$ cat src/rtl/sdf_stage_ctrl.sv
// sdf_stage_ctrl: radix-2 SDF stage sequencer; in_valid/in_last in, FIFO push/pop, mux selects, twiddle address, delayed out_valid, frame count and sticky err out
module sdf_stage_ctrl #(
  parameter int DEPTH    = 4,
  parameter int TW_DEPTH = 8,
  parameter int TW_STEP  = TW_DEPTH / DEPTH,
  parameter int MUL_LAT  = 1
) (
  input  logic                        clk,
  input  logic                        rst,
  input  logic                        in_valid,
  input  logic                        in_last,
  output logic                        in_ready,
  output logic                        push,
  output logic                        pop,
  output logic                        sel1,
  output logic                        sel2,
  output logic [$clog2(TW_DEPTH)-1:0] tw_addr,
  output logic                        out_valid,
  output logic                        frame_done,
  output logic [15:0]                 frame_cnt,
  output logic                        busy,
  output logic                        err
);
  localparam int IW = $clog2(DEPTH);
  localparam int AW = $clog2(TW_DEPTH);
  typedef enum logic [1:0] {PRIME, BFLY, FILL, FLUSH} state_t;
  state_t state_q, state_d;
  logic [IW-1:0] idx_q, idx_d;
  logic [MUL_LAT-1:0] pipe_q, pipe_d;
  logic [15:0] frame_cnt_q;
  logic err_q, err_d;
  logic flush, beat, last, out_pre;
  assign flush      = state_q == FLUSH;
  assign in_ready   = !flush;
  assign beat       = flush | in_valid;
  assign last       = idx_q == IW'(DEPTH - 1);
  assign push       = beat & !flush;
  assign out_pre    = beat & (state_q != PRIME);
  assign pop        = out_pre;
  assign sel1       = state_q == BFLY;
  assign sel2       = (state_q == PRIME) || (state_q == BFLY);
  assign tw_addr    = sel2 ? '0 : AW'(32'(idx_q) * 32'(TW_STEP));
  assign frame_done = beat & last & (state_q == BFLY);
  assign busy       = (state_q != PRIME) || (idx_q != '0);
  assign out_valid  = pipe_q[MUL_LAT-1];
  assign frame_cnt  = frame_cnt_q;
  assign err        = err_q;
  always_comb begin
    idx_d   = beat ? idx_q + IW'(1) : idx_q;
    err_d   = err_q | (beat & in_last & !frame_done);
    pipe_d  = MUL_LAT'({pipe_q, out_pre});
    state_d = !(beat & last)   ? state_q :
              state_q == PRIME ? BFLY :
              state_q == BFLY  ? (in_last ? FLUSH : FILL) :
              state_q == FILL  ? BFLY : PRIME;
  end
  always_ff @(posedge clk) begin
    if (rst) begin
      state_q     <= PRIME;
      idx_q       <= '0;
      pipe_q      <= '0;
      frame_cnt_q <= '0;
      err_q       <= 1'b0;
    end else begin
      state_q     <= state_d;
      idx_q       <= idx_d;
      pipe_q      <= pipe_d;
      frame_cnt_q <= frame_cnt_q + 16'(frame_done);
      err_q       <= err_d;
    end
  end
endmodule

$ cat config.mk
export PLATFORM = sky130hd
export DESIGN_NAME = sdf_stage_ctrl
export DESIGN_NICKNAME = d
export VERILOG_FILES = /design/src/rtl/sdf_stage_ctrl.sv
export SDC_FILE = /design/constraint.sdc
export NUM_CORES = 1
export LEC_CHECK = 0
export ABC_AREA = 1
export CAP_MARGIN = 10
export CELL_PAD_IN_SITES_DETAIL_PLACEMENT = 1
export CELL_PAD_IN_SITES_GLOBAL_PLACEMENT = 2
export CORE_UTILIZATION = 26
export CTS_CLUSTER_DIAMETER = 60
export DETAILED_ROUTE_END_ITERATION = 8
export PLACE_DENSITY_LB_ADDON = 0.1
export SLEW_MARGIN = 20
export SYNTH_ARGS = -nofsm -noshare
export SYNTH_HDL_FRONTEND = slang
export SYNTH_SLANG_ARGS = --single-unit
export TNS_END_PERCENT = 30
$ cat constraint.sdc
create_clock -name clk -period 3.06 [get_ports clk]
set_input_delay 0.765 -clock clk [delete_from_list [all_inputs] [get_ports clk]]
set_output_delay 0.765 -clock clk [all_outputs]
set_load 0.01 [all_outputs]
; After elaboration in Yosys (flattened, before gate mapping)
; Cells that the tools add are included.
[word_totals]
regBits = 22
latchBits = 0
ram_bits = 0
mem_bits_ro = 0
inputBits = 4
out_inout_bits = 28
wordCells = 31
memories = 0
[op_classes]
n_addsub = 2
mul = 0
div_mod_pow = 0
n_lt_le_gt_ge = 0
n_eq_ne = 4
shifts = 0
muxes = 5
bitwise = 8
n_reduce_logical = 7
[op_table]
columns = op, count
row1 = adder 16 x 1 -> 16 bit, 1
row2 = AND 1 bit, 6
row3 = == test 2 bit (second input constant), 3
row4 = two-way mux 2 bit, 2
row5 = nonzero test 2 bit, 2
row6 = two-way mux 3 bit, 1
row7 = adder 2 x 1 -> 2 bit (second input constant), 1
row8 = == test 2 x 1 -> 1 bit (second input constant), 1
row9 = logical NOT 1 bit, 2
row10 = logical NOT 2 bit, 1
row11 = logical OR 1 bit, 2
row12 = two-way mux 1 bit, 2
row13 = OR 1 bit, 2

; Longest topological paths before layout
; Gate-level depths: netlist of run 1.
[logic_depth]
word_depth = 7
mapped_depth = 14
depth_no_buf = 13

; Worst setup path after synthesis of run 1
; No wires, ideal clock.
[synth_path]
path_kind = in2reg
start = in in_valid
end = reg frame_cnt_q[12] (netlist: frame_cnt[12])
setup_time_ns = 0.110
arrival_time_ns = 2.018
required_time_ns = 2.950
slack_ns = 0.932
cell_stages = 13
n_path_buf = 0
cell_sequence = inv_1 > nand2_2 > nand3_1 > inv_1 > ha_1 > ha_1 > nand2_2 > nor2_4 > nand2_2 > nor2_1 > nand2_1 > nand2_1 > nor2_1
[synth_via]
elab_chain_cells = 4
[synth_rtl]
columns = item, line_no
row1 = start: declaration, 10  ; input logic in_valid,
row2 = OR 1 bit, 35  ; assign beat = flush | in_valid;
row3 = AND 1 bit (2 in a row), 43  ; assign frame_done = beat & last & (state_q == BFLY);
row4 = named net frame_done, 19  ; output logic frame_done,
row5 = adder 16 x 1 -> 16 bit, 68  ; frame_cnt_q <= frame_cnt_q + 16'(frame_done);
row6 = end signal: assignment, 68
row7 = end: declaration, 30  ; logic [15:0] frame_cnt_q;
; The timed path passes the listed nets, and every way through them passes these cells.
; A chain may end at the register's enable or synchronous reset.

; Final worst setup path of run 1
[layout_path]
start = in in_valid
end = out frame_done
[layout_via]
elab_chain_cells = 3
[layout_rtl]
columns = item, line_no
row1 = OR 1 bit, 35
row2 = AND 1 bit (2 in a row), 43
row3 = end: declaration, 19
; Every way passes these cells.

==> impl_metrics.csv, run 1 <==
group,metric,value,unit
final_layout,layout-drive-gt1-share,8.377,%
power,power.total,546.0,uW
sta,fin_crit,2.911,ns
yosys,yosys.area.top_type,"dfxtp_1",
final_layout,layoutNonFillerInstCount,241,
place,dp_cells,237,
yosys,synth_nets,168,
clock_network,tritoncts,"done",
yosys,ys_ff_latch,22,
yosys,synthDistinctLibCells,24,
critical_path,critPathMaxFanout,6,
sta,max_clock_freq,343.5,MHz
yosys,synth.avg_cell_area,6.921,um2
sta,rsz0062_at_grt,"no",
global_routing,track_usage,14.01,%
clock_network,ctsResizeCount,0,
yosys,synth_warnings,0,
global_routing,globalRouteOverflowTotal,0,
drt,routed-via-count,1112,
power,power.leakage,0.0005958,uW
clock_network,clock-sinks,22,
drt,first_pass_iters,3,
final_layout,fillers,504,
clock_network,hold_buffers,0,
final_layout,nets,200,
yosys,syn_inst,160,
clock_network,numCtsBuffers,3,
global_routing,first_global_vias,1036,
final_layout,multi_input_area,548.0,um2
floorplanning,rows,23,
global_routing,grt_antenna_before_repair,0,
place,dp_hpwl,2.260,mm
run_status,status,"finished clean",
global_routing,grt_max_degree,13,
global_routing,grt_first_pass_wirelength,4.712,mm
sta,skew,0.001277,ns
sta,setup_viol,0,
place,io_buffers,30,
floorplanning,initial_core_util,27.29,%
yosys,yosysSeqAreaShare,39.77,%
yosys,syn_area,1107,um2
hold_path,hold_class,"reg2reg",
critical_path,worstSetupPathType,"in2out",
drt,ant_nets,0,
clock_network,clk_latency,0.26,ns
drt,drt_wl_total,2.895,mm
sta,hold_violations,0,
yosys,synth.area.top_cells,"dfxtp_1 (40%), nand2_1 (11%), inv_1 (8.8%), nor2_1 (8.8%), a21oi_1 (5.0%)",
final_layout,final_util,37.25,%
clock_network,cts_max_level,1,
power,ir_worst_vdd,0.1321,mV
clock_network,cts.clk_slew.worst_paths,0.08,ns
floorplanning,io_pins,32,
floorplanning,die-area,4524,um2
critical_path,critPathLaunchType,"primary input",
place,globalplace.congestion,0.6652,
final_layout,antenna_cells,0,
critical_path,cp.required,2.29,ns
clock_network,root_buffer,"clkbuf_8",
drt,drtIter0Drc,50,
power,powerDensity,361.2,nW/um2
final_layout,area_delta_synth_final,36.50,%
sta,slew_viol_final,0,
yosys,synth_top_area_share,39.77,%
sta,setup_tns,0,ns
critical_path,crit_path_end_kind,"output port",
drt,drc_errors,0,
floorplanning,fp.coreArea,4058,um2
clock_network,post_cts_buffers,0,
clock_network,clockBufferDepth,2,
sta,fin_crit_sh,95.14,%
final_layout,ff_latch_area,440.4,um2
flow_run,maxCapViolCount,0,
drt,wl_per_cell,12.01,um
critical_path,worst_ep_arrival_time,2.15,ns
floorplanning,die_y,67.26,um
drt,via_per_inst,4.614,
floorplanning,dieWidth,67.26,um
cells in the mapped netlist (all sizes together):
cell type and n:
o21bai 2, a211oi 1, a21oi 11, nand3 7, nor3b 1, o211ai 1, nand4 4, ha 4
o21ai 6, conb 1, dfxtp 22, nor2 30, o21a 1, buf 3, nand2 35, clkbuf 1
nor3 2, inv 26, a31oi 2
area by class of cell:
class	instances	share of cell area [%]
Clock buffer	4	3.642
Inverter	26	6.457
Multi-Input combinational cell	108	36.26
Sequential cell	22	29.14
Tap cell	50	4.139
Timing Repair Buffer	31	20.36
cells by family (layout without fill, tap and decap cells):
| logic type | Yosys count | count (layout) | synth area share, % |
|---|---|---|---|
| AOI/OAI and AO/OA | 24 | 24 | 12.88 |
| adders and majority gates | 4 | 4 | 4.520 |
| buffers and inverters | 30 | 61 | 10.73 |
| DFF | 22 | 22 | 39.77 |
| other | 1 | 1 | 0.3387 |
| and+or+nand+nor | 79 | 79 | 31.75 |
report_power, final:
group / switching, uW / internal (uW)
clock: 101 / 115
sequential: 3.22 / 290
combinational: 19.9 / 17.2
path summary, 6_finish.rpt:
kind / start / to / slack, ns / depth (start not counted)
worst max-delay path: in_valid / frame_done / 0.15 / 6
worst min-delay path: err / err / 0.47 / 2
worst max register to register: state_q[1] / frame_cnt[12] / 0.96 / 13
worst min register to register: err / err / 0.47 / 2
worst max-delay path: stages:
cell             delay, ns
clkdlybuf4s50_1       0.45
inv_1                 0.05
nand2_2               0.12
nand3_1               0.12
inv_1                 0.10
clkdlybuf4s50_1       0.54
stage by stage:
step	setup WS [ns]	instance area [um2]	hold WS (ns)
detailed placement	0.1267	1456	0.4509
global route	0.03768	1511	0.4900
CTS	0.1250	1511	0.4746
finish	0.1487	1511	0.4668
floorplan	0.9325	1107	0.4589
global placement	0.1670	1456	0.4433
state kept, by name (all words and copies together), names as in the netlist:
| name | count |
|---|---|
| frame_cnt | 16 |
| state_q | 2 |
| out_valid | 1 |
| err | 1 |
| idx_q | 2 |
layer usage:
metal	global-route usage [%]	routed length [um]
met1	16.75	1279
met5	0	0
met3	2.872	116
met4	4.787	21
met2	24.63	1477
placed cells by master (no fill, tap or decap), drive strengths merged:
| master | instances |
|---|---|
| dfxtp | 22 |
| ha | 4 |
| nor3b | 1 |
| a211oi | 1 |
| nor2 | 30 |
| o21bai | 2 |
| o21a | 1 |
| nand4 | 4 |
| inv | 26 |
| o211ai | 1 |
| a31oi | 2 |
| a21oi | 11 |
| nand3 | 7 |
| clkdlybuf4s50 | 30 |
| nand2 | 35 |
| nor3 | 2 |
| buf | 1 |
| conb | 1 |
| o21ai | 6 |
| clkbuf | 4 |
Note: power is estimated with default switching activity, not from simulation.
==> run 2: changes to the inputs <==
--- a/config.mk
+++ b/config.mk
@@ -7,5 +7,4 @@
 export LEC_CHECK = 0
 export ABC_AREA = 1
-export CAP_MARGIN = 10
 export CELL_PAD_IN_SITES_DETAIL_PLACEMENT = 1
 export CELL_PAD_IN_SITES_GLOBAL_PLACEMENT = 2
==> constraint.sdc (replaced) <==
create_clock -name clk -period 3.06 [get_ports clk]
set_input_delay 0.765 -clock clk [delete_from_list [all_inputs] [get_ports clk]]
set_output_delay 0.765 -clock clk [all_outputs]
set_load 0.02 [all_outputs]
==> run 2 against run 1 <==
Against the previous run: critical endpoint is now pop; first-iteration DRC count fell by 54%; power is 0.25% higher; fmax shrank 1.1%.
==> impl_metrics.csv, run 2 (synthesis results as in run 1) <==
group,metric,value,unit
sta,skew,0.008801,ns
place,globalplace.congestion,0.6679,
global_routing,grtUsageMet1,16.04,%
drt,drc_errors,0,
sta,setup_tns,0,ns
power,powerDensity,361.5,nW/um2
drt,routed-via-count,1111,
floorplanning,initial_core_util,27.29,%
clock_network,clock-sinks,22,
critical_path,critPathLaunchType,"primary input",
global_routing,top_usage_layer,"met2",
clock_network,cts.clk_slew.worst_paths,0.08,ns
floorplanning,dieWidth,67.26,um
critical_path,worstReg2RegStart,"state_q[1]",
floorplanning,io_pins,32,
critical_path,cp_slowest_cell,"clkdlybuf4s50_1",
sta,finalWorstSetupSlack,0.1158,ns
critical_path,worstSetupPathType,"in2out",
drt,drt_wl_total,2.803,mm
critical_path,ff2ff_path_depth,13,
critical_path,worst_r2r_endpoint,"frame_cnt[12]",
clock_network,tritoncts,"done",
sta,max_clock_freq,339.7,MHz
place,io_buffers,30,
clock_network,clockBufferDepth,2,
final_layout,nets,200,
drt,via_per_inst,4.610,
sta,rsz0062_at_grt,"no",
final_layout,layout_commonest_cell,"nand2_1",
power,power.leakage,0.0006145,uW
final_layout,layout-drive-gt1-share,8.377,%
clock_network,numCtsBuffers,3,
final_layout,area_delta_synth_final,36.72,%
sta,hold-worst-slack,0.4639,ns
critical_path,cp.required,2.29,ns
global_routing,grt_use_met2,26.50,%
sta,hold_violations,0,
global_routing,track_usage,14.12,%
sta,fin_crit,2.944,ns
final_layout,mostFrequentLayoutCells,"nand2_1 (31), clkdlybuf4s50_1 (29), inv_1 (26), nor2_1 (26), dfxtp_1 (22)",
sta,setup_viol,0,
final_layout,fillers,517,
final_layout,largest_reg_flops,16,
flow_run,maxCapViolCount,0,
clock_network,root_buffer,"clkbuf_8",
global_routing,globalRouteOverflowTotal,0,
hold_path,hold_class,"reg2reg",
drt,wl_per_cell,11.63,um
place,dp_slack,0.07463,ns
global_routing,grt_first_pass_wirelength,4.823,mm
floorplanning,die_y,67.26,um
critical_path,worst_ep_arrival_time,2.18,ns
critical_path,crit_path_end_kind,"output port",
clock_network,cts_max_level,1,
global_routing,first_global_vias,1088,
drt,ant_nets,0,
hold_path,hold_path_end,"err",
floorplanning,die-area,4524,um2
floorplanning,fp.coreArea,4058,um2
sta,slew_viol_final,0,
global_routing,grt_max_degree,13,
place,dp_hpwl,2.205,mm
final_layout,antenna_cells,0,
run_status,status,"finished clean",
global_routing,met3_usage,2.534,%
clock_network,hold_buffers,0,
global_routing,grt_antenna_before_repair,0,
critical_path,critPathMaxFanout,6,
power,ir_worst_vdd,0.1845,mV
critical_path,worstPathCellList,"clkdlybuf4s50_1, inv_1, nand2_2, inv_1, nor2_1, clkdlybuf4s50_1",
hold_path,holdPathStages,2,
critical_path,max_stage_delay,0.61,ns
floorplanning,rows,23,
sta,fin_crit_sh,96.22,%
clock_network,clk_latency,0.26,ns
hold_path,hp-start,"err",
drt,drtIter0Drc,23,
critical_path,r2r_slack,1.02,ns
drt,first_pass_iters,4,
## run 2: cell count changes in the layout (fill, tap and decap cells not counted), sizes merged
cell | before | now
dlymetal6s2s | 0 | 1
clkdlybuf4s50 | 30 | 29
## run 2: through the flow
| step | utilization (%) | power [uW] | instances | area, um2 |
|---|---|---|---|---|
| floorplan | - | 323.1 | 160 | 1107 |
| global placement | 35.89 | 339.2 | 237 | 1456 |
| detailed placement | 35.89 | 340.6 | 237 | 1456 |
| CTS | 37.25 | 555.5 | 241 | 1511 |
| global route | 37.31 | 574.8 | 241 | 1514 |
| finish | 37.31 | 547.4 | 241 | 1514 |
## run 2: worst max-delay path by stage
| stage | startpoint | end | slack (ns) |
|---|---|---|---|
| after global placement | in_valid | frame_done | 0.10 |
| after CTS | in_valid | frame_done | 0.07 |
| final | in_valid | pop | 0.12 |
| after detailed placement | in_valid | frame_done | 0.07 |
| after floorplan | in_valid | frame_cnt[12] | 0.83 |
| after global routing | in_valid | pop | 0.02 |
## run 2: area by class of cell
cell class | instances | area (um2) | share of cell area (%)
clock buffers | 4 | 55.05 | 3.636
well taps | 50 | 62.56 | 4.132
flip-flops and latches | 22 | 440.4 | 29.09
inverters | 26 | 97.59 | 6.446
repair buffers | 31 | 310.3 | 20.50
multi-input cells | 108 | 548.0 | 36.20
## run 2: report_power, final
group / internal (uW) / switching, uW
Sequential: 290 / 3.17
Clock: 115 / 99.6
Combinational: 17.2 / 23.1
Total: 421 / 126
## run 2: routing by layer
layer / up-vias / routed length (um)
li1: 565 / -
met1: 524 / 1251
met2: 20 / 1415
met3: 2 / 118
met4: 0 / 17
met5: - / 0
## run 2: repair_timing
| action | in CTS | in global routing |
|---|---|---|
| gates resized for setup | 0 | 1 |
| setup buffers | 0 | 0 |
| hold endpoints to repair | 0 | 0 |
| endpoints found under the setup margin | 0 | 1 |
## run 2: critical path, delay by kind of cell
family / cells / cell delay, ns
buffers and inverters: 4 / 1.20
AND/OR/NAND/NOR: 2 / 0.21
==> run 3: changes to the inputs <==
Settings changed: SETUP_SLACK_MARGIN set to 0.05.
==> results of run 3 <==
Same layout as run 2 (identical final DEF). Status: finished clean.
